$ cat config.mk
export PLATFORM = sky130hd
export DESIGN_NAME = pds_target_flat
export DESIGN_NICKNAME = d
export VERILOG_FILES = /design/src/rtl/pds_pkg.sv /design/src/rtl/pds_target_if.sv /design/src/rtl/pds_sync.sv /design/src/rtl/pds_target.sv /design/src/flat_wrapper.sv
export SDC_FILE = /design/constraint.sdc
export NUM_CORES = 1
export LEC_CHECK = 0
export CAP_MARGIN = 0
export CORE_ASPECT_RATIO = 0.8
export CORE_MARGIN = 2
export CORE_UTILIZATION = 52
export CTS_CLUSTER_SIZE = 12
export DETAILED_ROUTE_END_ITERATION = 16
export HOLD_SLACK_MARGIN = 0.05
export PLACE_DENSITY_LB_ADDON = 0.3
export SETUP_SLACK_MARGIN = 0.05
export SLEW_MARGIN = 20
export SYNTH_ARGS = -nofsm -noshare
export SYNTH_HDL_FRONTEND = slang
export SYNTH_HIERARCHICAL = 1
export SYNTH_SLANG_ARGS = --single-unit
$ cat constraint.sdc
create_clock -name C16M -period 2.6 [get_ports C16M]
set_clock_uncertainty 0.05 [all_clocks]
set_input_delay 0.52 -clock C16M [delete_from_list [all_inputs] [get_ports C16M]]
set_output_delay 0.52 -clock C16M [all_outputs]
set_load 0.1 [all_outputs]
$ cat src/rtl/pds_pkg.sv
// Shared types and constants for the PDS bus target port.
package pds_pkg;

  typedef enum logic [2:0] {
    ST_IDLE   = 3'd0,
    ST_DSWAIT = 3'd1,
    ST_LATCH  = 3'd2,
    ST_REQ    = 3'd3,
    ST_ACK    = 3'd4,
    ST_ERR    = 3'd5,
    ST_HOLD   = 3'd6
  } pds_state_e;

  localparam int TIMEOUT_DEFAULT = 64;

  // PDS strobes and terminations are active-low open-bus style signals.
  localparam logic BUS_RELEASED = 1'b1;
  localparam logic BUS_ASSERTED = 1'b0;

endpackage

$ cat src/rtl/pds_target_if.sv
// PDS bus pins plus the internal register-port handshake seen by pds_target.
interface pds_target_if;

  logic nAS;
  logic RnW;
  logic nLDS;
  logic nUDS;
  logic SEL;
  logic nDTACK;
  logic nBERR;
  logic nDoutOE;
  logic DinLE;
  logic REGREQ;
  logic REGRW;
  logic REGLDS;
  logic REGUDS;
  logic REGACK;

  modport master (
    output nAS, RnW, nLDS, nUDS, SEL, REGACK,
    input  nDTACK, nBERR, nDoutOE, DinLE, REGREQ, REGRW, REGLDS, REGUDS
  );

  modport slave (
    input  nAS, RnW, nLDS, nUDS, SEL, REGACK,
    output nDTACK, nBERR, nDoutOE, DinLE, REGREQ, REGRW, REGLDS, REGUDS
  );

endinterface

$ cat src/rtl/pds_sync.sv
// Two-flop synchronizer; asynchronous clear forces the inactive level.
module pds_sync #(
  parameter int             W    = 1,
  parameter logic [W-1:0]   INIT = '1
) (
  input  logic         clk,
  input  logic         rst_n,
  input  logic [W-1:0] d,
  output logic [W-1:0] q
);

  logic [W-1:0] meta;

  always_ff @(posedge clk or negedge rst_n) begin
    if (!rst_n) begin
      meta <= INIT;
      q    <= INIT;
    end else begin
      meta <= d;
      q    <= meta;
    end
  end

endmodule

$ cat src/rtl/pds_target.sv
// PDS bus target: claims 68000-style cycles, hands them to the register port,
// and terminates with nDTACK or, on register-port timeout, nBERR.
//
// state  | meaning
// IDLE   | bus idle, waiting for a synchronized nAS
// DSWAIT | write claimed, waiting for a data strobe
// LATCH  | one-cycle write-data latch pulse
// REQ    | register request outstanding, timeout running
// ACK    | nDTACK driven until nAS negates
// ERR    | nBERR driven until nAS negates
// HOLD   | cycle not for this card, wait for nAS to negate
module pds_target
  import pds_pkg::*;
#(
  parameter int TIMEOUT = TIMEOUT_DEFAULT,
  parameter int TOW     = 7
) (
  input  logic C16M,
  input  logic nRES,
  pds_target_if.slave bus
);

  logic [2:0]     sync_q;
  logic           as_n;
  logic           lds_n;
  logic           uds_n;
  pds_state_e     state;
  pds_state_e     state_nx;
  logic [TOW-1:0] cnt;
  logic [TOW-1:0] cnt_nx;
  logic           timeout;
  logic           rw_q, rw_nx;
  logic           lds_q, lds_nx;
  logic           uds_q, uds_nx;
  logic           dtack_q, berr_q, doe_q, dinle_q, req_q;

  pds_sync #(.W(3), .INIT(3'b111)) u_sync (
    .clk   (C16M),
    .rst_n (nRES),
    .d     ({bus.nAS, bus.nLDS, bus.nUDS}),
    .q     (sync_q)
  );

  assign {as_n, lds_n, uds_n} = sync_q;
  assign timeout = (cnt == TOW'(TIMEOUT - 1));

  always_comb begin
    state_nx = state;
    cnt_nx   = cnt;
    rw_nx    = rw_q;
    lds_nx   = lds_q;
    uds_nx   = uds_q;
    unique case (state)
      ST_IDLE: begin
        cnt_nx = '0;
        if (as_n == BUS_ASSERTED) begin
          if (!bus.SEL) begin
            state_nx = ST_HOLD;
          end else if (bus.RnW) begin
            state_nx = ST_REQ;
            rw_nx    = 1'b1;
            lds_nx   = (lds_n == BUS_ASSERTED);
            uds_nx   = (uds_n == BUS_ASSERTED);
          end else begin
            state_nx = ST_DSWAIT;
          end
        end
      end
      ST_DSWAIT: begin
        if (as_n == BUS_RELEASED) begin
          state_nx = ST_IDLE;
        end else if (timeout) begin
          state_nx = ST_ERR;
        end else begin
          cnt_nx = cnt + TOW'(1);
          if ((lds_n == BUS_ASSERTED) || (uds_n == BUS_ASSERTED)) begin
            state_nx = ST_LATCH;
            rw_nx    = 1'b0;
            lds_nx   = (lds_n == BUS_ASSERTED);
            uds_nx   = (uds_n == BUS_ASSERTED);
          end
        end
      end
      ST_LATCH: begin
        if (as_n == BUS_RELEASED) begin
          state_nx = ST_IDLE;
        end else if (timeout) begin
          state_nx = ST_ERR;
        end else begin
          cnt_nx   = cnt + TOW'(1);
          state_nx = ST_REQ;
        end
      end
      ST_REQ: begin
        // master abort outranks a same-cycle acknowledge; ack outranks timeout
        if (as_n == BUS_RELEASED) begin
          state_nx = ST_IDLE;
        end else if (bus.REGACK) begin
          state_nx = ST_ACK;
        end else if (timeout) begin
          state_nx = ST_ERR;
        end else begin
          cnt_nx = cnt + TOW'(1);
        end
      end
      ST_ACK, ST_ERR, ST_HOLD: begin
        if (as_n == BUS_RELEASED) state_nx = ST_IDLE;
      end
      default: state_nx = ST_IDLE;
    endcase
  end

  // Outputs are registered from the next state so the pins never glitch.
  always_ff @(posedge C16M or negedge nRES) begin
    if (!nRES) begin
      state   <= ST_IDLE;
      cnt     <= '0;
      rw_q    <= 1'b1;
      lds_q   <= 1'b0;
      uds_q   <= 1'b0;
      dtack_q <= BUS_RELEASED;
      berr_q  <= BUS_RELEASED;
      doe_q   <= BUS_RELEASED;
      dinle_q <= 1'b0;
      req_q   <= 1'b0;
    end else begin
      state   <= state_nx;
      cnt     <= cnt_nx;
      rw_q    <= rw_nx;
      lds_q   <= lds_nx;
      uds_q   <= uds_nx;
      dtack_q <= (state_nx == ST_ACK) ? BUS_ASSERTED : BUS_RELEASED;
      berr_q  <= (state_nx == ST_ERR) ? BUS_ASSERTED : BUS_RELEASED;
      doe_q   <= (rw_nx && ((state_nx == ST_REQ) || (state_nx == ST_ACK)))
                 ? BUS_ASSERTED : BUS_RELEASED;
      dinle_q <= (state_nx == ST_LATCH);
      req_q   <= (state_nx == ST_REQ) || (state_nx == ST_ACK);
    end
  end

  assign bus.nDTACK  = dtack_q;
  assign bus.nBERR   = berr_q;
  assign bus.nDoutOE = doe_q;
  assign bus.DinLE   = dinle_q;
  assign bus.REGREQ  = req_q;
  assign bus.REGRW   = rw_q;
  assign bus.REGLDS  = lds_q;
  assign bus.REGUDS  = uds_q;

endmodule

$ cat src/flat_wrapper.sv
// flat-port wrapper written by rule: the top's interface ports become plain ports
module pds_target_flat import pds_pkg::*;
#(
  parameter int TIMEOUT = TIMEOUT_DEFAULT,
  parameter int TOW     = 7
)
  (C16M, nRES, bus_nAS, bus_RnW, bus_nLDS, bus_nUDS, bus_SEL, bus_REGACK, bus_nDTACK, bus_nBERR, bus_nDoutOE, bus_DinLE, bus_REGREQ, bus_REGRW, bus_REGLDS, bus_REGUDS);
  pds_target_if bus_i ();
  input  logic C16M;
  input  logic nRES;
  input wire logic [$bits(bus_i.nAS)-1:0] bus_nAS;
  input wire logic [$bits(bus_i.RnW)-1:0] bus_RnW;
  input wire logic [$bits(bus_i.nLDS)-1:0] bus_nLDS;
  input wire logic [$bits(bus_i.nUDS)-1:0] bus_nUDS;
  input wire logic [$bits(bus_i.SEL)-1:0] bus_SEL;
  input wire logic [$bits(bus_i.REGACK)-1:0] bus_REGACK;
  output wire logic [$bits(bus_i.nDTACK)-1:0] bus_nDTACK;
  output wire logic [$bits(bus_i.nBERR)-1:0] bus_nBERR;
  output wire logic [$bits(bus_i.nDoutOE)-1:0] bus_nDoutOE;
  output wire logic [$bits(bus_i.DinLE)-1:0] bus_DinLE;
  output wire logic [$bits(bus_i.REGREQ)-1:0] bus_REGREQ;
  output wire logic [$bits(bus_i.REGRW)-1:0] bus_REGRW;
  output wire logic [$bits(bus_i.REGLDS)-1:0] bus_REGLDS;
  output wire logic [$bits(bus_i.REGUDS)-1:0] bus_REGUDS;
  assign bus_i.nAS = bus_nAS;
  assign bus_i.RnW = bus_RnW;
  assign bus_i.nLDS = bus_nLDS;
  assign bus_i.nUDS = bus_nUDS;
  assign bus_i.SEL = bus_SEL;
  assign bus_i.REGACK = bus_REGACK;
  assign bus_nDTACK = bus_i.nDTACK;
  assign bus_nBERR = bus_i.nBERR;
  assign bus_nDoutOE = bus_i.nDoutOE;
  assign bus_DinLE = bus_i.DinLE;
  assign bus_REGREQ = bus_i.REGREQ;
  assign bus_REGRW = bus_i.REGRW;
  assign bus_REGLDS = bus_i.REGLDS;
  assign bus_REGUDS = bus_i.REGUDS;
  pds_target #(.TIMEOUT(TIMEOUT), .TOW(TOW)) u_core (.C16M(C16M), .nRES(nRES), .bus(bus_i));
endmodule
Yosys cells after proc, flatten, opt, wreduce, memory -nomap -nowiden --
Cells that the tools add are included. Widths: inputs -> output; s select.
Operators by class: eq/ne operators 20, bitwise logic cells 2, add/subtract/negate cells 1, reduce and logical (&&, ||, !) cells 10, muxes and demuxes 42
Operator list (count):
- $mux 3 | 11
- $mux 7 | 4
- $mux 1 | 21
- $pmux 7 s3 | 1
- $ne 2x2->1 const B | 8
- $eq 3x3->1 const B | 5
- $pmux 3 s5 | 1
- $eq 3x2->1 const B | 4
- $add 7x1->7 const B | 1
- $eq 7x6->1 const B | 1
- $reduce_and 7->1 | 1
- $pmux 1 s2 | 3
- $reduce_and 4->1 | 1
- $eq 3x1->1 const B | 1
- $logic_not 3->1 | 1
- $reduce_bool 3->1 | 1
- $reduce_or 3->1 | 1
- $logic_or 1x1->1 | 2
- $mux 2 | 1
- $ne 2x1->1 const B | 1
- $not 1->1 | 2
- $reduce_bool 2->1 | 1
- $reduce_or 2->1 | 1
- $logic_and 1x1->1 | 1
Storage, ports and cells: bits in registers 24, output and inout port bits 8, logic and storage cells 87, input bits 8

Depth between registers and ports, before layout --
depth after elaboration 10, depth in mapped cells 6, mapped depth without buffers 6

Cells and area by module --
The synthesis kept the hierarchy.
Modules (own cells, without submodules):
- pds_target | sequential area each 455.4 um2, cells an instance 98, instances 1, area each 988.4 um2
- pds_sync | sequential area each 157.7 um2, cells an instance 6, instances 1, area each 157.7 um2

Worst setup path after synthesis --
Ideal clock, no wire load.
kind register -> register, start point register u_core.cnt[0], end point register u_core.req_q, in the netlist u_core/bus.REGREQ, slack 0.744 ns, data arrival time 1.679 ns, clock period less this slack 1.856 ns, path buffers 0, setup time 0.127 ns, cell stages (with the launch flop) 7, data required time 2.423 ns, cells stage by stage dfrtp_1 > ha_1 > nand3_4 > nor2_1 > o32a_2 > and3_2 > or2_2
On the way: longest elaborated chain between the ends 7, elaborated cells between the ends (all ways) 12, classes of those cells 3 x eq/ne; 8 x mux; 1 x reduce/logical
RTL lines:
- start: declaration | line pds_target.sv:29 | logic [TOW-1:0] cnt;
- start signal: assignment | line pds_target.sv:128 | cnt <= cnt_nx;
- $eq 7x6->1 * | line pds_target.sv:45 | assign timeout = (cnt == TOW'(TIMEOUT - 1));
- $mux 3 | line pds_target.sv:100 | end else if (timeout) begin
- $mux 3 | line pds_target.sv:98 | end else if (bus.REGACK) begin
- $mux 3 | line pds_target.sv:96 | if (as_n == BUS_RELEASED) begin
- $pmux 3 s5 * | line pds_target.sv:53 | unique case (state)
- $eq 3x2->1 or $eq 3x3->1 (tied branches) | line pds_target.sv:137 | req_q <= (state_nx == ST_REQ) || (state_nx == ST_ACK);
- $logic_or 1x1->1 * | line pds_target.sv:137
- end signal: assignment | line pds_target.sv:137
- end: declaration | line pds_target.sv:35 | logic dtack_q, berr_q, doe_q, dinle_q, req_q;
Mark *: on every way between the ends. The rest lies on a longest branch, timed or not. A chain may end at the register's enable or synchronous reset.

Final worst setup path --
start point register u_core.cnt[0], end point register u_core.doe_q, in the netlist u_core/bus.nDoutOE
On the way: longest elaborated chain between the ends 9, elaborated cells between the ends (all ways) 17, classes of those cells 3 x eq/ne; 12 x mux; 2 x reduce/logical
RTL lines:
- $eq 7x6->1 * | line pds_target.sv:45
- $mux 3 | line pds_target.sv:100
- $mux 3 | line pds_target.sv:98
- $mux 3 | line pds_target.sv:96
- $pmux 3 s5 * | line pds_target.sv:53
- via u_core.state_nx[2] | line pds_target.sv:28 | pds_state_e state_nx;
- $eq 3x2->1 or $eq 3x3->1 (tied branches) | line pds_target.sv:134 | doe_q <= (rw_nx && ((state_nx == ST_REQ) || (state_nx == ST_ACK)))
- $logic_or 1x1->1 * | line pds_target.sv:134
- $logic_and 1x1->1 * | line pds_target.sv:134
- $mux 1 * | line pds_target.sv:135 | ? BUS_ASSERTED : BUS_RELEASED;
- end signal: assignment | line pds_target.sv:134
- end: declaration | line pds_target.sv:35
Mark *: on every way through the listed nets, which the timed path passes. The rest lies on a longest branch.

==> flow_summary.rst <==
.. list-table::
   :header-rows: 1

   * - Metric
     - Value
   * - Status
     - complete, no violations
   * - Core footprint
     - 2120 um^2
   * - Post_cts resized
     - 0
   * - Dominant cell type by area after synthesis
     - sky130_fd_sc_hd__dfrtp_1
   * - Cell type of the slowest stage on the worst timing path
     - sky130_fd_sc_hd__or4_1
   * - Critical-path maximum fanout
     - 7
   * - Setup ws final
     - 0.614 ns
   * - Most common library cell in the layout ignoring fill and taps
     - sky130_fd_sc_hd__dfrtp_1
   * - Setup CP Type
     - reg2reg
   * - Setup WS pre-CTS
     - 0.352 ns
   * - Type of destination of the critical path
     - flop
   * - Reported max-cap violation count
     - 0
   * - Diodes inserted
     - 0
   * - Average footprint of a synthesized cell
     - 11.0 um^2
   * - Top delay family on crit path
     - simple AND/OR/NAND/NOR gates
   * - Share of the clock period used by the worst path after layout
     - 76.4%
   * - Netlist area before placement
     - 1150 um^2
   * - Remaining design rule violation count
     - 0
   * - H-Tree Level Count
     - 1
   * - Worst-Margin Slew
     - 0.516 ns
   * - Clock edge transition at the registers on the reported setup and hold paths
     - 0.12 ns
   * - Setup repair after global routing missed its margin
     - false
   * - Antenna violations before repair
     - 0
   * - Worst IR Drop VDD
     - 1260 uV
   * - Share of the yosys chip area belonging to registers
     - 53.5%
   * - Net count after synthesis
     - 113
   * - Buffers plus inverters on the worst setup path
     - 0
   * - Power consumption
     - 0.00148 W
   * - Clock root cell
     - sky130_fd_sc_hd__clkbuf_4
   * - Drt total wl
     - 2070 um
   * - Reg2Reg Launch Point
     - u_core/cnt[0]
   * - Cell area power density
     - 1100 nW/um^2
   * - First-pass iteration count of the detailed router
     - 4
   * - Worst Path Arrival
     - 2.19 ns
   * - Worst setup slack for register-to-register paths
     - 0.61 ns
   * - Most frequent cells in the layout
     - sky130_fd_sc_hd__dfrtp_1 (14), sky130_fd_sc_hd__nor2_1 (12), sky130_fd_sc_hd__buf_4 (10), sky130_fd_sc_hd__dfstp_2 (10), sky130_fd_sc_hd__nand2_1 (8)
   * - Warnings, synthesis
     - 6
   * - Hold Path Origin
     - u_core/u_sync/meta[1]
   * - Setup Buffers After CTS
     - 0
   * - Endpoints failing hold
     - 0
   * - Remaining number of nets flagged by the antenna check after routing
     - 0
   * - Synth top area share
     - 30.6%
   * - Fraction of final layout cells with drive strength greater than 1
     - 27.3%
   * - Max-slew violations
     - 0
   * - First-iteration detailed-routing DRC count
     - 23
   * - Number of vias in the routed layout
     - 837
   * - Global-route wire length before repair
     - 3420 um
   * - Top-Level Pins
     - 16
   * - Total non-filler cell area in the finished layout
     - 1340 um^2
   * - Mean routed wirelength per cell
     - 14.1 um
   * - Worst path max stage delay
     - 0.57 ns
   * - Fin nets
     - 131
   * - Total global routing overflow
     - 0
   * - Top cells by area in the synthesized netlist
     - sky130_fd_sc_hd__dfrtp_1 (31%), sky130_fd_sc_hd__dfstp_2 (23%), sky130_fd_sc_hd__nor2_1 (3.9%)
   * - Vias in the first global route
     - 778
   * - Total of flip-flops plus latches after synthesis
     - 24
   * - F_max
     - 504 MHz
   * - Initial Util
     - 54.0%
   * - TritonCTS buffer count
     - 3
   * - Number of buffers on the longest clock path
     - 2
   * - Distinct cell type count of the synthesized netlist
     - 39
   * - Layout-stage area growth over the synthesis result
     - 16.9%
   * - Launching element type of the critical path
     - flop
   * - Area post-placement
     - 1290 um^2
   * - Floorplan die area
     - 2600 um^2
   * - Leakage Power
     - 0.571 nW
   * - Total of hold buffers inserted after clock tree synthesis
     - 0
   * - Routed via count divided by cell count
     - 5.73
   * - Global Route Usage Sum
     - 17.6%
   * - Finish-stage setup viols
     - 0
   * - Insertion delay of the later-clocked pin in the worst-skew pair
     - 0.33 ns
   * - Half-perimeter wire length of the detailed placement result
     - 1460 um
   * - Pin count of the biggest net entering global routing
     - 25
   * - PortBufs
     - 15
   * - Worst setup path startpoint
     - u_core/cnt[0]
   * - Total negative setup slack
     - 0 ns
   * - Die width
     - 56.5 um
   * - Required time at the worst-slack endpoint
     - 2.80 ns
   * - Cell-by-cell trace of the critical path
     - ha_1 -> nand3_4 -> or4_1 -> a21oi_2 -> and3_2 -> o21ai_0
   * - Clock tree from TritonCTS
     - built
   * - Period minus WS final
     - 1.99 ns
   * - Total number of clock tree sinks
     - 24
   * - Hold WC Path Type
     - reg2reg
   * - Routability Congestion
     - 0.883
   * - Number of cells produced by synthesis
     - 104
   * - Die span in y
     - 46.0 um
   * - Placement row count
     - 15
   * - Relative slew margins
     - 65.5%
[power breakdown]
part	internal, W	total, W	leakage (nW)	switching, W
Clock	0.000156	0.000273	0.0279	0.000117
Combinational	0.000188	0.000660	0.254	0.000472
Sequential	0.000464	0.000544	0.290	0.0000800
Total	0.000808	0.00148	0.571	0.000669
[kinds of logic after synthesis]
group,share of synthesized area (%)
and+or+nand+nor,20.6
DFF,53.5
AOI/OAI and AO/OA,14.0
buffers and inverters,5.02
xor gates and xnor gates,3.06
muxes,2.73
adders and majority gates,1.09
[Yosys cell counts]
library cell / instances
sky130_fd_sc_hd__a21boi_0: 1
sky130_fd_sc_hd__a21oi_1: 4
sky130_fd_sc_hd__a21oi_2: 1
sky130_fd_sc_hd__a221oi_1: 1
sky130_fd_sc_hd__a22o_1: 1
sky130_fd_sc_hd__a22oi_1: 2
sky130_fd_sc_hd__and2_1: 2
sky130_fd_sc_hd__and2b_2: 1
sky130_fd_sc_hd__and3_2: 2
sky130_fd_sc_hd__and4b_1: 2
sky130_fd_sc_hd__buf_2: 1
sky130_fd_sc_hd__buf_4: 1
sky130_fd_sc_hd__buf_6: 2
sky130_fd_sc_hd__dfrtp_1: 14
sky130_fd_sc_hd__dfstp_2: 10
sky130_fd_sc_hd__ha_1: 1
sky130_fd_sc_hd__inv_1: 6
sky130_fd_sc_hd__mux2_2: 1
sky130_fd_sc_hd__mux2i_1: 2
sky130_fd_sc_hd__nand2_1: 8
sky130_fd_sc_hd__nand2b_1: 1
sky130_fd_sc_hd__nand3_1: 2
sky130_fd_sc_hd__nand3_4: 1
sky130_fd_sc_hd__nand3b_1: 1
sky130_fd_sc_hd__nand4b_1: 1
sky130_fd_sc_hd__nor2_1: 12
sky130_fd_sc_hd__nor3_1: 4
sky130_fd_sc_hd__nor3b_1: 2
sky130_fd_sc_hd__nor4_1: 1
sky130_fd_sc_hd__o211ai_1: 2
sky130_fd_sc_hd__o21ai_0: 3
sky130_fd_sc_hd__o21bai_1: 1
sky130_fd_sc_hd__o22ai_1: 1
sky130_fd_sc_hd__o32a_2: 1
sky130_fd_sc_hd__o32ai_1: 1
sky130_fd_sc_hd__o41ai_4: 1
sky130_fd_sc_hd__or2_2: 1
sky130_fd_sc_hd__or4_1: 1
sky130_fd_sc_hd__xnor2_1: 4
[area by class of cell]
cell class | count | area, um^2
Clock buffer | 3 | 22.5
Sequential cell | 24 | 613
Clock inverter | 1 | 30.0
Tap cell | 25 | 31.3
Multi-Input combinational cell | 70 | 475
Timing Repair Buffer | 17 | 145
Fill cell | 171 | 781
Inverter | 6 | 22.5
[registers in the layout, indices dropped and copies added, names as in the netlist]
signal,cells
u_core/bus.DinLE,1
u_core/cnt,7
u_core/bus.REGRW,1
u_core/u_sync/q,3
u_core/bus.nBERR,1
u_core/bus.nDoutOE,1
u_core/u_sync/meta,3
u_core/bus.REGUDS,1
u_core/bus.REGREQ,1
u_core/state,3
u_core/bus.REGLDS,1
u_core/bus.nDTACK,1
[path summary, 6_finish.rpt]
kind / endpoint / cells after the start
worst min register to register: u_core/u_sync/q[1] / 0
min in group asynchronous: u_core/cnt[2] / 2
worst max register to register: u_core/bus.nDoutOE / 6
worst min-delay path: u_core/u_sync/q[1] / 0
max in group asynchronous: u_core/bus.nDoutOE / 2
worst max-delay path: u_core/bus.nDoutOE / 6
[metrics by stage]
step,util (%),hold slack [ns],instances
after floorplan,-,0.174,104
after CTS,63.2,0.316,146
after global placement,60.7,0.295,142
after global routing,63.2,0.323,146
after detailed placement,60.7,0.297,142
final,63.2,0.314,146
[metal layers]
| metal | GRT usage [%] | share of wire (%) |
|---|---|---|
| met1 | 23.7 | 51 |
| met2 | 28.1 | 43 |
| met3 | 6.25 | 5.5 |
| met4 | 2.86 | 0.44 |
| met5 | 0 | 0 |
Power figures use the tool's default switching activity.
